[src/rtl/feature_loader_pkg.sv]
// rtl/feature_loader_pkg.sv - shared parameters and FSM encodings for the feature loader
package feature_loader_pkg;

    localparam int FEATURE_WIDTH      = 8;
    localparam int DEF_MEM_DATA_WIDTH = 32 * FEATURE_WIDTH;
    localparam int DEF_BURST_LEN      = 16;
    localparam int DEF_RST_WAIT       = 8;
    localparam int REMAIN_WIDTH       = 18;

    localparam logic [2:0] ST_IDLE     = 3'd0;
    localparam logic [2:0] ST_WAIT_RST = 3'd1;
    localparam logic [2:0] ST_REQ      = 3'd2;
    localparam logic [2:0] ST_DATA     = 3'd3;
    localparam logic [2:0] ST_DONE     = 3'd4;

endpackage

[src/rtl/feature_loader.sv]
// rtl/feature_loader.sv - bursts one feature map from memory into the two feature buffer FIFOs
module feature_loader
    import feature_loader_pkg::*;
#(
    parameter int MEM_DATA_WIDTH = DEF_MEM_DATA_WIDTH,
    parameter int ADDR_WIDTH     = 32,
    parameter int BURST_LEN      = DEF_BURST_LEN,
    parameter int RST_WAIT       = DEF_RST_WAIT
) (
    input  logic                      system_clk,
    input  logic                      rst_n,
    input  logic                      load_feature_begin,
    input  logic [ADDR_WIDTH-1:0]     feature_base_addr,
    input  logic [ADDR_WIDTH-1:0]     patch2_offset,
    input  logic [9:0]                row_size,
    input  logic [9:0]                col_size,
    input  logic                      feature_double_patch,
    output logic                      busy,
    output logic                      load_feature_finish,
    output logic                      mem_rd_req,
    output logic [ADDR_WIDTH-1:0]     mem_rd_addr,
    output logic [7:0]                mem_rd_len,
    input  logic                      mem_rd_ack,
    input  logic [MEM_DATA_WIDTH-1:0] mem_rd_data,
    input  logic                      mem_rd_valid,
    input  logic                      mem_rd_last,
    output logic [MEM_DATA_WIDTH-1:0] feature_data,
    output logic                      feature_buffer_1_valid,
    output logic                      feature_buffer_2_valid,
    input  logic                      feature_buffer_1_ready,
    input  logic                      feature_buffer_2_ready
);

    localparam int BPB    = MEM_DATA_WIDTH / 8;
    localparam int WAIT_W = (RST_WAIT > 1) ? $clog2(RST_WAIT) : 1;

    logic [2:0]              state;
    logic [WAIT_W-1:0]       wait_cnt;
    logic [ADDR_WIDTH-1:0]   addr1;
    logic [ADDR_WIDTH-1:0]   addr2;
    logic [REMAIN_WIDTH-1:0] remaining;
    logic [REMAIN_WIDTH-1:0] burst_len;
    logic                    patch;
    logic                    double_patch;
    // set when a restart arrives mid-burst: the outstanding beats must be consumed but not forwarded
    logic                    drain;

    logic [19:0]             area;
    logic [REMAIN_WIDTH-1:0] total_new;
    logic [REMAIN_WIDTH-1:0] cur_len;
    logic [REMAIN_WIDTH-1:0] rem_after;
    logic [ADDR_WIDTH-1:0]   addr_step;
    logic                    sel_ready;
    logic                    beat_last;

    // derived burst sizing, request outputs and beat-count arithmetic
    always_comb begin
        area      = row_size * col_size;
        total_new = REMAIN_WIDTH'((21'(area) + 21'd3) >> 2);
        cur_len   = (remaining > REMAIN_WIDTH'(BURST_LEN)) ? REMAIN_WIDTH'(BURST_LEN) : remaining;
        rem_after = (double_patch && !patch) ? remaining : remaining - burst_len;
        addr_step = ADDR_WIDTH'(burst_len) * ADDR_WIDTH'(BPB);
        sel_ready = patch ? feature_buffer_2_ready : feature_buffer_1_ready;
        beat_last = (state == ST_DATA) && mem_rd_valid && mem_rd_last;
        busy        = (state != ST_IDLE);
        mem_rd_req  = (state == ST_REQ) && sel_ready;
        mem_rd_addr = patch ? addr2 : addr1;
        mem_rd_len  = 8'(cur_len - REMAIN_WIDTH'(1));
    end

    // control FSM, address/remaining bookkeeping and the registered FIFO write path
    always_ff @(posedge system_clk or negedge rst_n) begin
        if (!rst_n) begin
            state                  <= ST_IDLE;
            wait_cnt               <= '0;
            addr1                  <= '0;
            addr2                  <= '0;
            remaining              <= '0;
            burst_len              <= '0;
            patch                  <= 1'b0;
            double_patch           <= 1'b0;
            drain                  <= 1'b0;
            feature_data           <= '0;
            feature_buffer_1_valid <= 1'b0;
            feature_buffer_2_valid <= 1'b0;
            load_feature_finish    <= 1'b0;
        end else begin
            feature_buffer_1_valid <= 1'b0;
            feature_buffer_2_valid <= 1'b0;
            load_feature_finish    <= 1'b0;

            if ((state == ST_DATA) && mem_rd_valid && !drain) begin
                feature_data           <= mem_rd_data;
                feature_buffer_1_valid <= !patch;
                feature_buffer_2_valid <= patch;
            end

            if (load_feature_begin) begin
                addr1        <= feature_base_addr;
                addr2        <= feature_base_addr + patch2_offset;
                remaining    <= total_new;
                patch        <= 1'b0;
                double_patch <= feature_double_patch;
                wait_cnt     <= '0;
                if ((state == ST_DATA) && !beat_last) begin
                    drain <= 1'b1;
                end else if (mem_rd_req && mem_rd_ack) begin
                    // memory already owes a burst for this request, so swallow it first
                    drain <= 1'b1;
                    state <= ST_DATA;
                end else begin
                    drain <= 1'b0;
                    state <= ST_WAIT_RST;
                end
            end else begin
                case (state)
                    ST_WAIT_RST: begin
                        if (wait_cnt == WAIT_W'(RST_WAIT - 1)) begin
                            state <= (remaining != '0) ? ST_REQ : ST_DONE;
                        end else begin
                            wait_cnt <= wait_cnt + WAIT_W'(1);
                        end
                    end
                    ST_REQ: begin
                        if (mem_rd_req && mem_rd_ack) begin
                            burst_len <= cur_len;
                            state     <= ST_DATA;
                        end
                    end
                    ST_DATA: begin
                        if (beat_last) begin
                            if (drain) begin
                                drain    <= 1'b0;
                                wait_cnt <= '0;
                                state    <= ST_WAIT_RST;
                            end else begin
                                if (patch) begin
                                    addr2 <= addr2 + addr_step;
                                end else begin
                                    addr1 <= addr1 + addr_step;
                                end
                                patch     <= double_patch && !patch;
                                remaining <= rem_after;
                                state     <= (rem_after != '0) ? ST_REQ : ST_DONE;
                            end
                        end
                    end
                    ST_DONE: begin
                        load_feature_finish <= 1'b1;
                        state               <= ST_IDLE;
                    end
                    default: state <= ST_IDLE;
                endcase
            end
        end
    end

endmodule

[config.mk]
export PLATFORM = sky130hd
export DESIGN_NAME = feature_loader
export DESIGN_NICKNAME = d
export VERILOG_FILES = /design/src/rtl/feature_loader_pkg.sv /design/src/rtl/feature_loader.sv
export SDC_FILE = /design/constraint.sdc
export NUM_CORES = 1
export LEC_CHECK = 0
export CORE_AREA = 2 2 253 255
export CTS_CLUSTER_DIAMETER = 50
export DETAILED_ROUTE_END_ITERATION = 8
export DIE_AREA = 0 0 255 257
export PLACE_DENSITY = 0.6
export SKIP_LAST_GASP = 1
export SLEW_MARGIN = 20
export SYNTH_ARGS = -nofsm -noshare
export SYNTH_HDL_FRONTEND = slang
export SYNTH_SLANG_ARGS = --single-unit
[constraint.sdc]
create_clock -name system_clk -period 3.6 [get_ports system_clk]
set_input_delay 0.54 -clock system_clk [delete_from_list [all_inputs] [get_ports system_clk]]
set_output_delay 0.54 -clock system_clk [all_outputs]
set_load 0.1 [all_outputs]
* After elaboration in Yosys (flattened, before gate mapping)
Cells that the tools add are included.
** Word-level totals
- Memories kept :: 0
- Word-level logic and storage cells :: 106
- RAM bits :: 0
- Register bits :: 368
- ROM bits :: 0
- Bits in latches :: 0
** Operators by class
- Equal/unequal tests :: 13
- Mux-type cells :: 46
- Reductions and logical operators :: 24
- Shifts and indexed selects :: 0
- $lt $le $gt $ge :: 1
- Divide/modulo/power cells :: 0
- Multipliers :: 1
- Add/sub/neg operators :: 7
- Bitwise gates (word level) :: 1
** Operator list (number)
- 2-to-1 mux 32 bit :: 11
- 2-to-1 mux 18 bit :: 6
- adder 32 x 23 -> 32 bit :: 2
- 2-to-1 mux 3 bit :: 12
- nonzero test 18 bit :: 2
- adder 32 bit :: 1
- adder 20 x 2 -> 20 bit, second input constant :: 1
- multiplier 10 x 10 -> 20 bit :: 1
- > comparator 18 x 5 -> 1 bit, second input constant :: 1
- subtractor 18 bit :: 1
- AND reduction 4 bit :: 4
- 2-to-1 mux 1 bit :: 14
- != test 3 bit, second input constant :: 4
- one-hot mux 3 bit (3 select lines) :: 1
- subtractor 8 x 1 -> 8 bit, second input constant :: 1
- logical AND 1 bit :: 7
- == test 3 x 2 -> 1 bit, second input constant :: 2
- == test 3 bit, second input constant :: 2
- != test 2 bit, second input constant :: 3
- one-hot mux 3 bit (2 select lines) :: 1
- AND reduction 3 bit :: 2
- nonzero test 2 bit :: 3
- nonzero test 3 bit :: 2
- adder 3 x 1 -> 3 bit, second input constant :: 1
- 6 further kinds :: 8

* Depth between registers and ports, before layout
Gate-level depths: netlist of the first run.
- Depth in word-level cells :: 9
- Mapped depth :: 21
- Depth with buffers taken out :: 20

* Least setup slack after synthesis of the first run
OpenSTA, ideal clock, no wires.
- Kind :: register to output
- Start point :: register remaining[17]
- End point :: output mem_rd_len[4]
- Required time :: 3060 ps
- Arrival :: 5961 ps
- Path slack :: -2901 ps
- Stages on the path, launching flop included :: 9
- Path through :: dfrtp_1 -> clkbuf_1 -> nor4_1 -> and4_1 -> clkbuf_1 -> nand2_1 -> ha_1 -> nor4bb_1 -> o21bai_1
** On the way
- Longest elaborated chain between the ends :: 3
** Ends and longest elaborated chain
- from (decl) :: RTL line feature_loader.sv:41 : logic [REMAIN_WIDTH-1:0] remaining;
- from (signal assigned) :: RTL line feature_loader.sv:101 : remaining <= total_new;
- from (signal assigned) :: RTL line feature_loader.sv:143 : remaining <= rem_after;
- > comparator 18 x 5 -> 1 bit :: RTL line feature_loader.sv:60 : cur_len = (remaining > REMAIN_WIDTH'(BURST_LEN)) ? REMAIN_WIDTH'(BURST_LEN) : remaining;
- 2-to-1 mux 18 bit :: RTL line feature_loader.sv:60
- subtractor 8 x 1 -> 8 bit :: RTL line feature_loader.sv:68 : mem_rd_len = 8'(cur_len - REMAIN_WIDTH'(1));
- to (decl) :: RTL line feature_loader.sv:22 : output logic [7:0] mem_rd_len,
Every way passes these cells.

* Worst setup path after layout of the first run
- Start point :: input col_size[1]
- End point :: register remaining[16]
** On the way
- Longest elaborated chain between the ends :: 3
** Ends and longest elaborated chain
- from (decl) :: RTL line feature_loader.sv:16 : input logic [9:0] col_size,
- multiplier 10 x 10 -> 20 bit :: RTL line feature_loader.sv:58 : area = row_size * col_size;
- adder 20 x 2 -> 20 bit :: RTL line feature_loader.sv:59 : total_new = REMAIN_WIDTH'((21'(area) + 21'd3) >> 2);
- 2-to-1 mux 18 bit :: RTL line feature_loader.sv:98 : if (load_feature_begin) begin
Every way passes these cells.
A chain may end at the register's enable or synchronous reset.

==> impl_table.tex, run 1 <==
\begin{tabular}{lr}
\hline
Metric & Value \\
\hline
\multicolumn{2}{l}{\textbf{Status}} \\
Status & finished with violations \\
Violated checks & negative setup slack \\
\multicolumn{2}{l}{\textbf{Critical path}} \\
Signal arrival time at the worst endpoint & 5.20 ns \\
Startpoint types & input port \\
Worst setup EP type & flop \\
Highest net fanout along the worst path & 3 \\
Worst Setup Path Type & in -> reg \\
Data required time of the critical path & 4.05 ns \\
Setup slack on the worst flop-to-flop path & 0.04 ns \\
\multicolumn{2}{l}{\textbf{CTS}} \\
Total number of H-tree levels & 2 \\
Clock slew at the register clock pins of the worst setup and hold paths & 0.06 ns \\
Source-to-sink clock delay at the later pin of the worst-skew pair & 0.61 ns \\
Clock tree from TritonCTS & done \\
Buffers from clock root to sink, at most & 3 \\
Count of clock tree sinks & roughly 370 \\
Number of buffers created by CTS & 54 \\
Clk Tree Root Cell & sky130\_fd\_sc\_hd\_\_clkbuf\_16 \\
\multicolumn{2}{l}{\textbf{Yosys}} \\
Count of synthesis-stage warnings from yosys & 0 \\
Register bit count reported by yosys & 368 \\
Combined area of all synthesized cells & 22710 um2 \\
Syn nets & 2673 \\
Part of the Yosys area used for sequential elements & between 40 and 50\% \\
Cells after synthesis & approximately 2100 \\
Distinct cell type count after synthesis & between 70 and 80 \\
Proportion of register bits with asynchronous set or reset after synthesis & between 90\% and 100\% \\
Dominant register cell in the synthesized netlist & sky130\_fd\_sc\_hd\_\_dfrtp\_1 \\
Synthesized area per cell & 10.74 um2 \\
Number of synthesized flops with an enable pin & 0 \\
\multicolumn{2}{l}{\textbf{Floorplanning}} \\
Die outline width & 255 um \\
Die outline area & approximately 66000 um2 \\
Initial core utilization & a little over a third \\
Row cnt & 92 \\
Die Height & 257 um \\
Ports & 650 \\
Total core area & $\sim$63000 um2 \\
\multicolumn{2}{l}{\textbf{Placement}} \\
Gp weighted congestion & 0.9235 \\
Port Buffer Count & 649 \\
Half-perimeter wire length after placement & 67100 um \\
Post-place setup slack & -2.387 ns \\
\multicolumn{2}{l}{\textbf{Global route}} \\
Overall global routing resource usage & 25.09\% \\
Pin count of the biggest net entering global routing & 89 \\
Number of antenna violations at the first check in global routing & 29 \\
Wire length of the first global-routing pass & about 120000 um \\
Residual overflow from global routing & 0 \\
Vias in the first global route & approximately 20000 \\
\multicolumn{2}{l}{\textbf{Timing}} \\
Final max-slew violation count & 0 \\
Worst setup margin & -1.144 ns \\
Setup repair after global routing missed its margin & yes \\
Clock tree skew after final layout & 0.01757 ns \\
Max transition margin & 25.74\% \\
Number of setup violations in the final report & 13 \\
Minimum period implied by the final worst setup slack & 4.744 ns \\
Part of the cycle the worst path needs & 131.8\% \\
Actual slew at the worst max-slew pin & 1.110 ns \\
Final hold violations & 0 \\
Peak clock frequency supported by timing & 0.2108 GHz \\
\multicolumn{2}{l}{\textbf{Route}} \\
Initial DRT Pass Iterations & 5 \\
Antenna Nets Post-Route & 0 \\
Detailed-route DRC error count & 0 \\
Total via count in the routed design & 19588 \\
Detailed-route wire length & 84440 um \\
Wirelength per Cell & 22.23 um \\
First DRT Iteration DRCs & 1064 \\
Average vias per placed instance & about 5.2 \\
\multicolumn{2}{l}{\textbf{Layout}} \\
Synthesis-to-layout area growth & 48.35\% \\
Finished Core Util & 53.69\% \\
Final \#Nets & 3462 \\
Fraction of final layout cells with drive strength greater than 1 & 25.81\% \\
\multicolumn{2}{l}{\textbf{Job}} \\
Maximum Capacitance Violations & 0 \\
\multicolumn{2}{l}{\textbf{Worst hold path}} \\
Min-delay worst type & reg -> reg \\
\hline
\end{tabular}
## critical path: stages
cell and delay (ns):
sky130_fd_sc_hd__buf_8 0.08, sky130_fd_sc_hd__buf_6 0.09, sky130_fd_sc_hd__nand2_4 0.04, sky130_fd_sc_hd__fa_1 0.55, sky130_fd_sc_hd__inv_2 0.04, sky130_fd_sc_hd__fa_1 0.53
sky130_fd_sc_hd__fa_1 0.45, sky130_fd_sc_hd__fa_1 0.54, sky130_fd_sc_hd__inv_1 0.05, sky130_fd_sc_hd__fa_1 0.47, sky130_fd_sc_hd__inv_1 0.04, sky130_fd_sc_hd__ha_2 0.16
sky130_fd_sc_hd__or3_4 0.36, sky130_fd_sc_hd__a211oi_2 0.16, sky130_fd_sc_hd__o21bai_1 0.11, sky130_fd_sc_hd__o31a_1 0.28, sky130_fd_sc_hd__a221o_1 0.31, sky130_fd_sc_hd__a21oi_2 0.15
sky130_fd_sc_hd__xor2_1 0.15, sky130_fd_sc_hd__mux2i_1 0.08
## cells by family (layout without fill, tap and decap cells)
family,Yosys count,in the layout,share of synthesized area (%)
AND/OR/NAND/NOR,507,507,11.22
AO/OA/AOI/OAI,425,425,12.00
flip-flops,368,368,40.56
multiplexers,321,321,15.79
adder cells (fa/ha/maj),209,209,13.73
buffers and inverters,197,1027,3.312
XOR/XNOR,88,88,3.394
other,0,7,0
## Yosys cell counts (9+ instances only)
cell | n | area, um2
sky130_fd_sc_hd__dfrtp_1 | 368 | 9209
sky130_fd_sc_hd__mux2_2 | 298 | 3356
sky130_fd_sc_hd__nand2_1 | 148 | 555.5
sky130_fd_sc_hd__ha_1 | 142 | 1777
sky130_fd_sc_hd__a21oi_1 | 126 | 630.6
sky130_fd_sc_hd__inv_1 | 112 | 420.4
sky130_fd_sc_hd__nor2_1 | 96 | 360.4
sky130_fd_sc_hd__o21ai_0 | 93 | 465.5
sky130_fd_sc_hd__and2_1 | 74 | 462.9
sky130_fd_sc_hd__clkbuf_1 | 69 | 259.0
sky130_fd_sc_hd__fa_1 | 67 | 1341
sky130_fd_sc_hd__xnor2_1 | 47 | 411.6
sky130_fd_sc_hd__nor3_1 | 44 | 220.2
sky130_fd_sc_hd__xor2_1 | 41 | 359.1
sky130_fd_sc_hd__a21o_1 | 39 | 292.8
sky130_fd_sc_hd__a211oi_1 | 31 | 232.7
sky130_fd_sc_hd__nand3_1 | 25 | 125.1
sky130_fd_sc_hd__mux2i_1 | 23 | 230.2
sky130_fd_sc_hd__nand2b_1 | 23 | 143.9
sky130_fd_sc_hd__nor2b_1 | 17 | 106.4
sky130_fd_sc_hd__and3_1 | 16 | 100.1
sky130_fd_sc_hd__o21a_1 | 14 | 105.1
sky130_fd_sc_hd__a31oi_1 | 13 | 81.33
sky130_fd_sc_hd__o211ai_1 | 12 | 90.09
sky130_fd_sc_hd__buf_1 | 11 | 41.29
sky130_fd_sc_hd__nand4_1 | 10 | 62.56
sky130_fd_sc_hd__o21bai_1 | 9 | 67.56
sky130_fd_sc_hd__o22ai_1 | 9 | 56.30
## worst paths after layout
check | start | to | cells past startpoint
setup / recovery | col_size[1] | remaining[16] | 20
hold / removal | feature_data[225] | feature_data[225] | 1
setup reg to reg | remaining[0] | state[2] | 14
hold reg to reg | feature_data[225] | feature_data[225] | 1
max in group asynchronous | rst_n | feature_data[255] | 3
min in group asynchronous | rst_n | feature_data[177] | 2
## flip-flops by register name (all words and copies together), names as in the netlist, 3 cells and up
register,count
feature_data,256
addr1,32
addr2,32
burst_len,18
remaining,18
state,3
wait_cnt,3
## metrics by stage
| stage | instances | instance area, um2 | setup TNS (ns) | hold WS (ns) |
|---|---|---|---|---|
| 2_1_floorplan | 2115 | 23040 | -14.00 | 0.2444 |
| 3_3_place_gp | 3672 | 31170 | -28.20 | 0.4853 |
| 3_5_place_dp | 3672 | 31170 | -29.29 | 0.4919 |
| 4_1_cts | 3780 | 33250 | -9.428 | 0.5024 |
| 5_1_grt | 3792 | 33670 | -11.22 | 0.5087 |
| 6_report | 3798 | 33680 | -9.319 | 0.5015 |
## area by class of cell
class / count / area [um2]
antenna: 7 / 17.52
clock buffer: 64 / 1459
clock inverter: 33 / 446.7
fill: 5521 / 29050
inverter: 112 / 420.4
multi-input combinational: 1550 / 13300
sequential: 368 / 9210
tap: 846 / 1059
timing repair buffer: 818 / 7769
## layer usage
layer | vias to the layer above | GRT usage (%) | wire length (um)
met5 | - | 0 | 312
met4 | 50 | 6.758 | 2276
met3 | 171 | 8.730 | 7785
met2 | 670 | 40.45 | 38820
met1 | 9564 | 31.87 | 35250
li1 | 9133 | - | -
## layout by cell type, fill, tap and decap left out, types with 90 or more instances in the layout
cell type / Yosys / final
sky130_fd_sc_hd__nor2_1: 96 / 93
sky130_fd_sc_hd__o21ai_0: 93 / 90
sky130_fd_sc_hd__dfrtp_1: 368 / 367
sky130_fd_sc_hd__a21oi_1: 126 / 113
sky130_fd_sc_hd__buf_4: 0 / 210
sky130_fd_sc_hd__ha_1: 142 / 127
sky130_fd_sc_hd__inv_1: 112 / 98
sky130_fd_sc_hd__clkdlybuf4s50_1: 0 / 565
sky130_fd_sc_hd__nand2_1: 148 / 130
sky130_fd_sc_hd__mux2_2: 298 / 298
## repair_timing
item / 4_1_cts / 5_1_grt
endpoints found under the setup margin: 16 / 17
hold buffers: 1 / 0
setup buffers: 11 / 15
gates resized for setup: 120 / 84
endpoints found under the hold margin: 71 / 0
pin swaps: 44 / 60
Power of run 1 is not shown: default switching activity piles up to over one toggle a cycle in this logic, so the estimate is an artifact.
==> run 2, diff against run 1 <==
--- a/config.mk
+++ b/config.mk
@@ -5,6 +5,7 @@
 export SDC_FILE = /design/constraint.sdc
 export NUM_CORES = 1
 export LEC_CHECK = 0
+export CAP_MARGIN = 20
 export CORE_AREA = 2 2 253 255
 export CTS_CLUSTER_DIAMETER = 50
 export DETAILED_ROUTE_END_ITERATION = 8
==> results of run 2 <==
Same layout as run 1: the final DEF is identical, and so are final timing and power.
Power of run 2 is left out for the same reason.
==> run 3, diff against run 2 <==
--- a/config.mk
+++ b/config.mk
@@ -12,7 +12,7 @@
 export DIE_AREA = 0 0 255 257
 export PLACE_DENSITY = 0.6
 export SKIP_LAST_GASP = 1
-export SLEW_MARGIN = 20
+export SLEW_MARGIN = 25
 export SYNTH_ARGS = -nofsm -noshare
 export SYNTH_HDL_FRONTEND = slang
 export SYNTH_SLANG_ARGS = --single-unit
==> results of run 3 <==
Same layout as run 1: the final DEF is identical, and so are final timing and power.
Power of run 3 is left out for the same reason.
